$ cat config.mk
export PLATFORM = sky130hd
export DESIGN_NAME = vga_timing_gen
export DESIGN_NICKNAME = d
export VERILOG_FILES = /design/src/rtl/vga_timing_pkg.sv /design/src/rtl/pixel_tick_div.sv /design/src/rtl/vga_timing_gen.sv
export SDC_FILE = /design/constraint.sdc
export NUM_CORES = 1
export LEC_CHECK = 0
export CORE_UTILIZATION = 27
export CTS_BUF_LIST = sky130_fd_sc_hd__clkbuf_8
export CTS_CLUSTER_DIAMETER = 40
export DETAILED_ROUTE_END_ITERATION = 6
export PLACE_DENSITY = 0.55
export SLEW_MARGIN = 20
export SYNTH_ARGS = -nofsm -noshare
export SYNTH_HDL_FRONTEND = slang
export SYNTH_SLANG_ARGS = --single-unit
$ cat constraint.sdc
create_clock -name clk -period 5.14 [get_ports clk]
set_input_delay 0.514 -clock clk [delete_from_list [all_inputs] [get_ports clk]]
set_output_delay 0.514 -clock clk [all_outputs]
set_load 0.01 [all_outputs]
$ cat src/rtl/vga_timing_pkg.sv
// Shared raster constants for the 640x480@60 display path and small helpers
// used by the timing generator.
package vga_timing_pkg;

    localparam int unsigned DEF_H_VIDEO  = 640;
    localparam int unsigned DEF_H_FRONT  = 16;
    localparam int unsigned DEF_H_SYNC   = 96;
    localparam int unsigned DEF_H_BACK   = 48;
    localparam int unsigned DEF_V_VIDEO  = 480;
    localparam int unsigned DEF_V_FRONT  = 10;
    localparam int unsigned DEF_V_SYNC   = 2;
    localparam int unsigned DEF_V_BACK   = 33;
    localparam int unsigned DEF_CLK_DIV  = 2;
    localparam logic        DEF_SYNC_POL = 1'b0;

    localparam int unsigned DEF_H_TOTAL  = DEF_H_VIDEO + DEF_H_FRONT + DEF_H_SYNC + DEF_H_BACK;
    localparam int unsigned DEF_V_TOTAL  = DEF_V_VIDEO + DEF_V_FRONT + DEF_V_SYNC + DEF_V_BACK;
    localparam int unsigned DEF_HS_START = DEF_H_VIDEO + DEF_H_FRONT;
    localparam int unsigned DEF_HS_END   = DEF_HS_START + DEF_H_SYNC - 1;
    localparam int unsigned DEF_VS_START = DEF_V_VIDEO + DEF_V_FRONT;
    localparam int unsigned DEF_VS_END   = DEF_VS_START + DEF_V_SYNC - 1;

    // Inclusive window test on a 10-bit raster coordinate.
    function automatic logic in_span(input logic [9:0] v,
                                     input logic [9:0] lo,
                                     input logic [9:0] hi);
        return (v >= lo) && (v <= hi);
    endfunction

    // Drives a sync line to its active level inside the window, idle level outside.
    function automatic logic sync_level(input logic active, input logic pol);
        return active ? pol : ~pol;
    endfunction

endpackage

$ cat src/rtl/pixel_tick_div.sv
// Clock-enable divider: asserts advance on every CLK_DIV-th system clock.
// Reusable by any block that steps at the pixel rate.
module pixel_tick_div
    import vga_timing_pkg::*;
#(
    parameter int unsigned CLK_DIV = DEF_CLK_DIV
) (
    input  logic clk,
    input  logic rst,
    output logic advance
);

    localparam int unsigned DW     = (CLK_DIV > 1) ? $clog2(CLK_DIV) : 1;
    localparam logic [DW-1:0] D_LAST = DW'(CLK_DIV - 1);

    if (CLK_DIV < 1) begin : g_div_check
        $error("pixel_tick_div: CLK_DIV must be at least 1");
    end

    logic [DW-1:0] d_q;
    logic [DW-1:0] d_d;

    // Next divider count, wrapping at CLK_DIV-1.
    always_comb begin
        d_d = d_q;
        if (d_q == D_LAST) begin
            d_d = '0;
        end else begin
            d_d = d_q + DW'(1);
        end
    end

    // Divider state register.
    always_ff @(posedge clk or posedge rst) begin
        if (rst) begin
            d_q <= '0;
        end else begin
            d_q <= d_d;
        end
    end

    assign advance = (d_q == D_LAST);

endmodule

$ cat src/rtl/vga_timing_gen.sv
// VGA raster timing generator: pixel/line counters with sync, video window and
// line/frame markers, all registered from the next counter values.
module vga_timing_gen
    import vga_timing_pkg::*;
#(
    parameter int unsigned H_VIDEO  = DEF_H_VIDEO,
    parameter int unsigned H_FRONT  = DEF_H_FRONT,
    parameter int unsigned H_SYNC   = DEF_H_SYNC,
    parameter int unsigned H_BACK   = DEF_H_BACK,
    parameter int unsigned V_VIDEO  = DEF_V_VIDEO,
    parameter int unsigned V_FRONT  = DEF_V_FRONT,
    parameter int unsigned V_SYNC   = DEF_V_SYNC,
    parameter int unsigned V_BACK   = DEF_V_BACK,
    parameter int unsigned CLK_DIV  = DEF_CLK_DIV,
    parameter logic        SYNC_POL = DEF_SYNC_POL
) (
    input  logic       clk,
    input  logic       rst,
    output logic       pixel_tick,
    output logic [9:0] pixel_x,
    output logic [9:0] pixel_y,
    output logic       video_on,
    output logic       hsync,
    output logic       vsync,
    output logic       line_start,
    output logic       frame_start,
    output logic [7:0] frame_count
);

    localparam int unsigned H_TOTAL = H_VIDEO + H_FRONT + H_SYNC + H_BACK;
    localparam int unsigned V_TOTAL = V_VIDEO + V_FRONT + V_SYNC + V_BACK;

    if ((H_TOTAL > 1024) || (V_TOTAL > 1024)) begin : g_size_check
        $error("vga_timing_gen: H_TOTAL and V_TOTAL must not exceed 1024");
    end

    localparam logic [9:0]  H_LAST   = 10'(H_TOTAL - 1);
    localparam logic [9:0]  V_LAST   = 10'(V_TOTAL - 1);
    localparam logic [10:0] H_VIS    = 11'(H_VIDEO);
    localparam logic [10:0] V_VIS    = 11'(V_VIDEO);
    localparam logic [9:0]  HS_START = 10'(H_VIDEO + H_FRONT);
    localparam logic [9:0]  HS_END   = 10'(H_VIDEO + H_FRONT + H_SYNC - 1);
    localparam logic [9:0]  VS_START = 10'(V_VIDEO + V_FRONT);
    localparam logic [9:0]  VS_END   = 10'(V_VIDEO + V_FRONT + V_SYNC - 1);

    logic advance;

    pixel_tick_div #(
        .CLK_DIV (CLK_DIV)
    ) u_div (
        .clk     (clk),
        .rst     (rst),
        .advance (advance)
    );

    logic [9:0] pixel_x_q,     pixel_x_d;
    logic [9:0] pixel_y_q,     pixel_y_d;
    logic       video_on_q,    video_on_d;
    logic       hsync_q,       hsync_d;
    logic       vsync_q,       vsync_d;
    logic       pixel_tick_q,  pixel_tick_d;
    logic       line_start_q,  line_start_d;
    logic       frame_start_q, frame_start_d;
    logic [7:0] frame_count_q, frame_count_d;

    // Next raster position and everything decoded from it, so outputs never
    // lag the counters they describe.
    always_comb begin
        pixel_x_d = pixel_x_q;
        pixel_y_d = pixel_y_q;
        if (advance) begin
            if (pixel_x_q == H_LAST) begin
                pixel_x_d = 10'd0;
                if (pixel_y_q == V_LAST) begin
                    pixel_y_d = 10'd0;
                end else begin
                    pixel_y_d = pixel_y_q + 10'd1;
                end
            end else begin
                pixel_x_d = pixel_x_q + 10'd1;
            end
        end else begin
            pixel_x_d = pixel_x_q;
        end

        video_on_d    = ({1'b0, pixel_x_d} < H_VIS) && ({1'b0, pixel_y_d} < V_VIS);
        hsync_d       = sync_level(in_span(pixel_x_d, HS_START, HS_END), SYNC_POL);
        vsync_d       = sync_level(in_span(pixel_y_d, VS_START, VS_END), SYNC_POL);
        pixel_tick_d  = advance;
        line_start_d  = advance && (pixel_x_d == 10'd0);
        frame_start_d = line_start_d && (pixel_y_d == 10'd0);

        if (frame_start_d) begin
            frame_count_d = frame_count_q + 8'd1;
        end else begin
            frame_count_d = frame_count_q;
        end
    end

    // Output and counter registers; reset parks the raster on its last pixel
    // so the first advance lands on (0,0).
    always_ff @(posedge clk or posedge rst) begin
        if (rst) begin
            pixel_x_q     <= H_LAST;
            pixel_y_q     <= V_LAST;
            video_on_q    <= 1'b0;
            hsync_q       <= ~SYNC_POL;
            vsync_q       <= ~SYNC_POL;
            pixel_tick_q  <= 1'b0;
            line_start_q  <= 1'b0;
            frame_start_q <= 1'b0;
            frame_count_q <= 8'd0;
        end else begin
            pixel_x_q     <= pixel_x_d;
            pixel_y_q     <= pixel_y_d;
            video_on_q    <= video_on_d;
            hsync_q       <= hsync_d;
            vsync_q       <= vsync_d;
            pixel_tick_q  <= pixel_tick_d;
            line_start_q  <= line_start_d;
            frame_start_q <= frame_start_d;
            frame_count_q <= frame_count_d;
        end
    end

    assign pixel_x     = pixel_x_q;
    assign pixel_y     = pixel_y_q;
    assign video_on    = video_on_q;
    assign hsync       = hsync_q;
    assign vsync       = vsync_q;
    assign pixel_tick  = pixel_tick_q;
    assign line_start  = line_start_q;
    assign frame_start = frame_start_q;
    assign frame_count = frame_count_q;

endmodule
# After elaboration in Yosys (flattened, before gate mapping)
# Cells that the tools add are included.
# op_classes
n_addsub	4
magnitude_cmp	6
eq_ne	2
reduce_logical	7
muxes	8
# op_table
cell	n
10-bit two-way mux	5
10-bit by 1-bit adder with 10-bit output (second input constant)	2
10-bit equality test (second input constant)	2
10-bit logical NOT	2
10-bit greater-or-equal comparator (second input constant)	1
10-bit by 9-bit greater-or-equal comparator with 1-bit output (second input constant)	1
10-bit less-or-equal comparator (second input constant)	1
10-bit by 9-bit less-or-equal comparator with 1-bit output (second input constant)	1
10-bit < comparator (second input constant)	1
10-bit by 9-bit < comparator with 1-bit output (second input constant)	1
8-bit by 1-bit adder with 8-bit output (second input constant)	1
1-bit logical AND	5
1-bit two-way mux	3
1-bit adder (second input constant)	1
# word_totals
wordCells	37
input_bits	2
output_inout_bits	34
register_bits	35

# Longest topological paths before layout
# Gate-level depths: netlist of the first run.
# logic_depth
word_depth	7
depth_mapped	9

# Cells and area by module
# A second synthesis of the first run with hierarchy kept.
# hier_totals
cells_unflattened	211
area_unflattened_um2	2058.2
# modules_own_cells
module	area_per_inst_um2	cells_each	instances
vga_timing_gen	2025.7	208	1
pixel_tick_div	32.5	3	1

# Worst setup path after synthesis of the first run
# No wires, ideal clock.
# synth_path
path_kind	reg-to-reg
startpoint	register pixel_x_q[0] (netlist: pixel_x[0])
endpoint	register frame_count_q[1] (netlist: frame_count[1])
period_less_slack_ns	2.786
setup_time_ns	0.128
required_time_ns	5.012
arrival_time_ns	2.658
stages_incl_launch_ff	10
path_slack_ns	2.354
path_cell_list	dfstp_2 > ha_1 > nand2_1 > or4_4 > buf_6 > o31ai_4 > o211ai_1 > a21bo_4 > nor2_2 > mux2_1
# synth_between
elab_chain_cells	6
word_cells_on_any_way	10
# synth_rtl
item	line_no	source
from (decl)	vga_timing_gen.sv:56	logic [9:0] pixel_x_q, pixel_x_d;
from (signal assigned)	vga_timing_gen.sv:114	pixel_x_q <= pixel_x_d;
10-bit by 1-bit adder with 10-bit output or 10-bit equality test (tied branches)	vga_timing_gen.sv:80, vga_timing_gen.sv:72	
10-bit two-way mux	vga_timing_gen.sv:72	if (pixel_x_q == H_LAST) begin
10-bit two-way mux	vga_timing_gen.sv:71	if (advance) begin
10-bit logical NOT	vga_timing_gen.sv:90	line_start_d = advance && (pixel_x_d == 10'd0);
1-bit logical AND	vga_timing_gen.sv:90	
1-bit logical AND (*)	vga_timing_gen.sv:91	frame_start_d = line_start_d && (pixel_y_d == 10'd0);
named net frame_start_d	vga_timing_gen.sv:63	logic frame_start_q, frame_start_d;
to (signal assigned)	vga_timing_gen.sv:122	frame_count_q <= frame_count_d;
to (decl)	vga_timing_gen.sv:64	logic [7:0] frame_count_q, frame_count_d;
# Mark *: on every way through the listed nets, which the timed path passes. The rest lies on a longest branch.
# A chain may end at the register's enable or synchronous reset.

# Final worst setup path of the first run
# layout_path
startpoint	register pixel_x_q[1] (netlist: pixel_x[1])
endpoint	register frame_count_q[1] (netlist: frame_count[1])
# Same word-level chain as after synthesis.

==> reports/summary.txt, run 1 <==
worst hold path class = flop to flop
CTS tree = done
most common cell in the netlist = dfrtp_1
cell accounting for the most synthesized area = dfrtp_1
CP max-delay cell = nor4_2
initial core utilization = 28.2%
initial antenna violation count = 0
endpoint class of the critical path = flop
Worst-Skew Late Latency = 0.28 ns
layout cells sized above 1 = 15.1%
die width = 86.8 um
routability cong. = 0.783
wire per inst = 13.9 um
number of synthesized flops with an enable pin = 0
Top Ports = 36
Synth top area share = 29.7%
die area = 7530 um^2
dominant synthesized flop cell = dfrtp_1
synth cell count leaders = dfrtp_1, nand3_1, xor2_1
Hold Fails Final Rpt = 0
Core Util, Final = 36.3%
register area share after synthesis = 45.9%
final WL = 4470 um
mapped cell area = 1940 um^2
Root Buffer = clkbuf_8
result of the run = complete, no violations
depth of the CTS H-tree = 2
worst setup slack after layout = 1.85 ns
post-DP HPWL = 3120 um
synth warn = 0
cell chain of the critical path = ha_1 -> nand2_1 -> nor4_2 -> buf_4 -> nand4_1 -> xor2_1 -> nand4_2 -> nor2_2 -> mux2_1
vias per cell = 4.78
# diodes = 0
post-placement cell area = 2380 um^2
Tmin final = 3.29 ns
post-synth cell types = 47
final setup violation count = 0
Crit path largest cell delay = 0.62 ns
Die Y = 86.8 um
hold-fix buffers at CTS = 0
CTS buffer count = 5
area of the core = 6870 um^2
clock sink count = 35
syn_nets = 194
Synth area leaders = dfrtp_1, dfstp_2, xor2_1, nand3_1, xnor2_1
vias in the first global route = 1556
clock buffer depth = 2
Syn Area/Cell = 10.3 um^2
port bufs = 35
largest net degree at the start of global routing = 36
CP Launch Type = flop
Iter 0 DRT Violations = 80
Tcrit/Tclk final = 63.9%
grt ovf = 0
Pwr Density = 214 nW/um^2
VDD IR-drop max = 0.117 mV
number of synthesized register bits = 35
synthesized instance count = 188
maxcap violations = 0
final instance area = 2500 um^2
ys async rst share = 100%
area grow syn2layout = 28.7%
Cell Rows = 30
Setup TNS = 0 ns
Rel. slew slack = 56.0%
Worst Skew = 0.0110 ns
WP data arrival = 3.45 ns
FMAX = 304 MHz
first-pass GRT wire length = 7650 um
Setup Buffers After CTS = 0
Reg clk slew, reported paths = 0.08 ns
total global-route track usage = 13.0%
Pleak = 1.03 nW
kind of critical path = flop to flop
Worst Max-Slew Pin Slew = 0.656 ns
Final nets = 230
via count = 1535
drt pass-1 iters = 4
critical path fanouts, max = 13
CTS resizes = 0
DR DRC count = 0
RSZ-0062 raised after global routing = false
WP data required = 5.30 ns
ANT nets after route = 0
Setup Slack @ Placement = 1.91 ns
Final Slew Violations = 0
where the power goes:
group          switching [W]  internal (W)
Sequential                 0      0.000276
Combinational     0.00000533    0.00000121
Clock               0.000107      0.000144
registers in the layout, summed over array words and instances, names as in the netlist:
name,count
video_on,1
vsync,1
hsync,1
frame_start,1
frame_count,8
pixel_tick,1
u_div.advance,1
pixel_y,10
line_start,1
pixel_x,10
per-stage QoR:
| stage | instances | power, W | hold slack (ns) |
|---|---|---|---|
| 6_report | 321 | 0.000533 | 0.467 |
| 3_5_place_dp | 313 | 0.000288 | 0.463 |
| 4_1_cts | 321 | 0.000544 | 0.474 |
| 5_1_grt | 321 | 0.000556 | 0.479 |
| 2_1_floorplan | 188 | 0.000285 | 0.349 |
| 3_3_place_gp | 313 | 0.000288 | 0.467 |
worst paths after layout:
path	startpoint	endpoint	slack, ns	depth (start not counted)
worst max-delay path	pixel_x[1]	frame_count[1]	1.85	9
min in group asynchronous	rst	pixel_y[1]	0.63	3
worst min register to register	frame_count[7]	frame_count[7]	0.47	1
max in group asynchronous	rst	pixel_x[9]	4.17	3
worst min-delay path	frame_count[7]	frame_count[7]	0.47	1
worst max register to register	pixel_x[1]	frame_count[1]	1.85	9
final cells by class:
cell class | instances | area (um^2)
fillers | 707 | 4370
multi-input cells | 135 | 970
flip-flops and latches | 35 | 891
repair buffers | 37 | 365
well taps | 96 | 120
clock buffers | 5 | 68.8
clock inverters | 3 | 43.8
inverters | 10 | 37.5
logic make-up after synthesis:
group	count (synthesis)	share of synthesized area, %
simple gates	80	24.6
xor+xnor	22	9.94
compound gates	27	11.8
mux	2	1.10
flops	35	45.9
buf+inv	18	4.06
fa+ha+maj	4	2.58
cells in the final DEF, fill, tap and decap left out, drive strengths merged, types with 3 or more instances in the layout:
master / n
o21ai: 7
xor2: 15
clkbuf: 5
nor3: 12
ha: 4
nor4: 4
inv: 10
or4: 4
nand4: 8
dfrtp: 23
dfstp: 12
and3: 6
nor2: 7
a211oi: 3
clkdlybuf4s50: 35
nand2b: 3
nand3: 15
o31ai: 4
xnor2: 7
nand2: 12
routing by layer:
metal,GRT usage [%],vias up,part of all wire (%)
met5,0,-,0
met4,2.73,0,0.38
met3,3.05,2,4.9
met2,22.4,39,47
met1,16.7,741,47
li1,-,753,-
worst max-delay path: cells and delay by family (launching register included):
family                   cells  cell delay [ns]
XOR/XNOR                     1             0.30
buffers and inverters        1             0.29
adder cells (fa/ha/maj)      1             0.21
flip-flops                   1             0.58
multiplexers                 1             0.33
AND/OR/NAND/NOR              5             1.42
No activity file was read; power rests on OpenSTA's default activity.
==> run 2, diff against run 1 <==
==> constraint.sdc (replaced) <==
create_clock -name clk -period 3.38 [get_ports clk]
set_input_delay 0.338 -clock clk [delete_from_list [all_inputs] [get_ports clk]]
set_output_delay 0.338 -clock clk [all_outputs]
set_load 0.01 [all_outputs]
==> run 2 against run 1 <==
Maximum frequency up 8.0%. Combinational power rose by 57%. Die area unchanged. Global-route usage up 0.65 points. Sequential cell count unchanged. Worst hold slack worse by 0.072 ns. Clock skew shrank 0.0052 ns. Sequential power up 52%. Critical path depth decreased by 1. First-iteration DRC count is 31% higher. Setup slack lost 1.5 ns. Clock power grew 59%.
==> reports/summary.txt, run 2 (synthesized netlist as in run 1, its figures left out) <==
result of the run = complete, no violations
vias per cell = 4.79 (+0.16%)
final instance area = 2520 um^2 (+0.80%)
Hold Worst Slack = 0.395 ns (-0.0715 ns)
ANT nets after route = 0 (unchanged)
VDD IR-drop max = 0.188 mV (+60%)
depth of the CTS H-tree = 2 (unchanged)
vias in the first global route = 1541 (-0.96%)
maxcap violations = 0 (unchanged)
WP data required = 3.55 ns (-1.75 ns)
wire per inst = 13.9 um (about the same)
drt pass-1 iters = 4 (unchanged)
grt ovf = 0 (unchanged)
via count = 1547 (+0.78%)
die width = 86.8 um (unchanged)
FMAX = 329 MHz (+8.0%)
CP Launch Type = flop
kind of critical path = flop to flop
CTS buffer count = 5 (unchanged)
post-placement cell area = 2400 um^2 (+0.63%)
clock sink count = 35 (unchanged)
initial antenna violation count = 0 (unchanged)
Worst-Skew Late Latency = 0.29 ns (about the same)
worst hold path class = input port to async pin
layout cells sized above 1 = 15.9% (+0.75 points)
Multi-input gate area = 970 um^2 (unchanged)
Pleak = 1.05 nW (+1.4%)
Die Y = 86.8 um (unchanged)
CTS resizes = 0 (unchanged)
critical path fanouts, max = 11 (-2)
Tcrit/Tclk final = 90.0% (+26 points)
hold-fix buffers at CTS = 0 (unchanged)
area grow syn2layout = 29.7%
Setup Buffers After CTS = 0 (unchanged)
WP data arrival = 3.21 ns (-0.24 ns)
final WL = 4500 um (+0.63%)
Reg clk slew, reported paths = 0.08 ns (about the same)
total power = 0.000827 W (+55%)
post-DP HPWL = 3280 um (+5.2%)
final setup violation count = 0 (unchanged)
Root Buffer = clkbuf_8
first-pass GRT wire length = 7920 um (+3.6%)
endpoint class of the critical path = flop
commonest non-fill, non-tap cells in the layout = clkdlybuf4s50_1, dfrtp_1, nand3_1, xor2_1
Tmin final = 3.04 ns (-0.244 ns)
Worst Skew = 0.00581 ns (-0.00523 ns)
Pwr Density = 329 nW/um^2 (+54%)
Setup TNS = 0 ns (unchanged)
Hold Fails Final Rpt = 0 (unchanged)
storage element area = 891 um^2 (unchanged)
area of the core = 6870 um^2 (unchanged)
total global-route track usage = 13.7% (+0.65 points)
CTS tree = done
RSZ-0062 raised after global routing = false
Final Slew Violations = 0 (unchanged)
Worst Max-Slew Pin Slew = 0.623 ns (-0.0330 ns)
commonest non-fill, non-tap cell in the layout = clkdlybuf4s50_1
clock buffer depth = 2 (unchanged)
Final nets = 232 (+0.87%)
fill cell count = 702 (-0.71%)
Top Ports = 36 (unchanged)
# diodes = 0 (unchanged)
Rel. slew slack = 58.2% (+2.2 points)
Iter 0 DRT Violations = 105 (+31%)
Core Util, Final = 36.6% (+0.29 points)
initial core utilization = 28.2% (unchanged)
DR DRC count = 0 (unchanged)
die area = 7530 um^2 (unchanged)
largest net degree at the start of global routing = 24 (-33%)
port bufs = 35 (unchanged)
Cell Rows = 30 (unchanged)
routability cong. = 0.781 (-0.19%)
[run 2: cell types whose count changed in the layout (fill, tap and decap cells not counted)]
cell      delta
buf_4        +2
clkbuf_8     +1
clkinv_4     -1
[run 2: layout make-up]
cell class	instances	area share, %
inverter	10	1.49
clock inverter	2	1.39
timing repair buffer	39	15.1
sequential	35	35.4
tap	96	4.77
multi-input combinational	135	38.5
clock buffer	6	3.28
[run 2: power breakdown]
group / switching, W / total [W] / internal [W]
combinational: 0.00000851 / 0.0000103 / 0.00000181
sequential: 0 / 0.000419 / 0.000419
clock: 0.000159 / 0.000398 / 0.000239
total: 0.000168 / 0.000827 / 0.000660
[run 2: path summary, 6_finish.rpt]
check                                 end           start  cells past startpoint  slack (ns)
hold / removal                 pixel_y[0]             rst                      2        0.40
min in group clk           frame_count[7]  frame_count[7]                      1        0.47
setup reg to reg           frame_count[1]      pixel_x[0]                      8        0.34
max in group asynchronous           hsync             rst                      3        2.22
setup / recovery           frame_count[1]      pixel_x[0]                      8        0.34
hold reg to reg            frame_count[7]  frame_count[7]                      1        0.47
[run 2: per-layer routing]
layer / global-route usage [%] / vias to the layer above / share of wire [%]
met1: 18.6 / 731 / 46
met3: 3.52 / 9 / 5.9
met5: 0 / - / 0
li1: - / 761 / -
met4: 4.70 / 0 / 1.5
met2: 21.1 / 46 / 46
[run 2: critical path: stages (launching register included)]
cell and delay [ns]:
dfstp_2 0.58, ha_1 0.21, nand2_1 0.15, or4_4 0.68
or4_1 0.53, o211ai_1 0.16, a21bo_4 0.23, nor2_2 0.07
mux2_1 0.31
[run 2: through the flow]
stage | setup WS (ns) | cells
3_5_place_dp | 0.357 | 315
5_1_grt | 0.162 | 323
3_3_place_gp | 0.437 | 315
6_report | 0.338 | 323
2_1_floorplan | 0.594 | 188
4_1_cts | 0.335 | 323
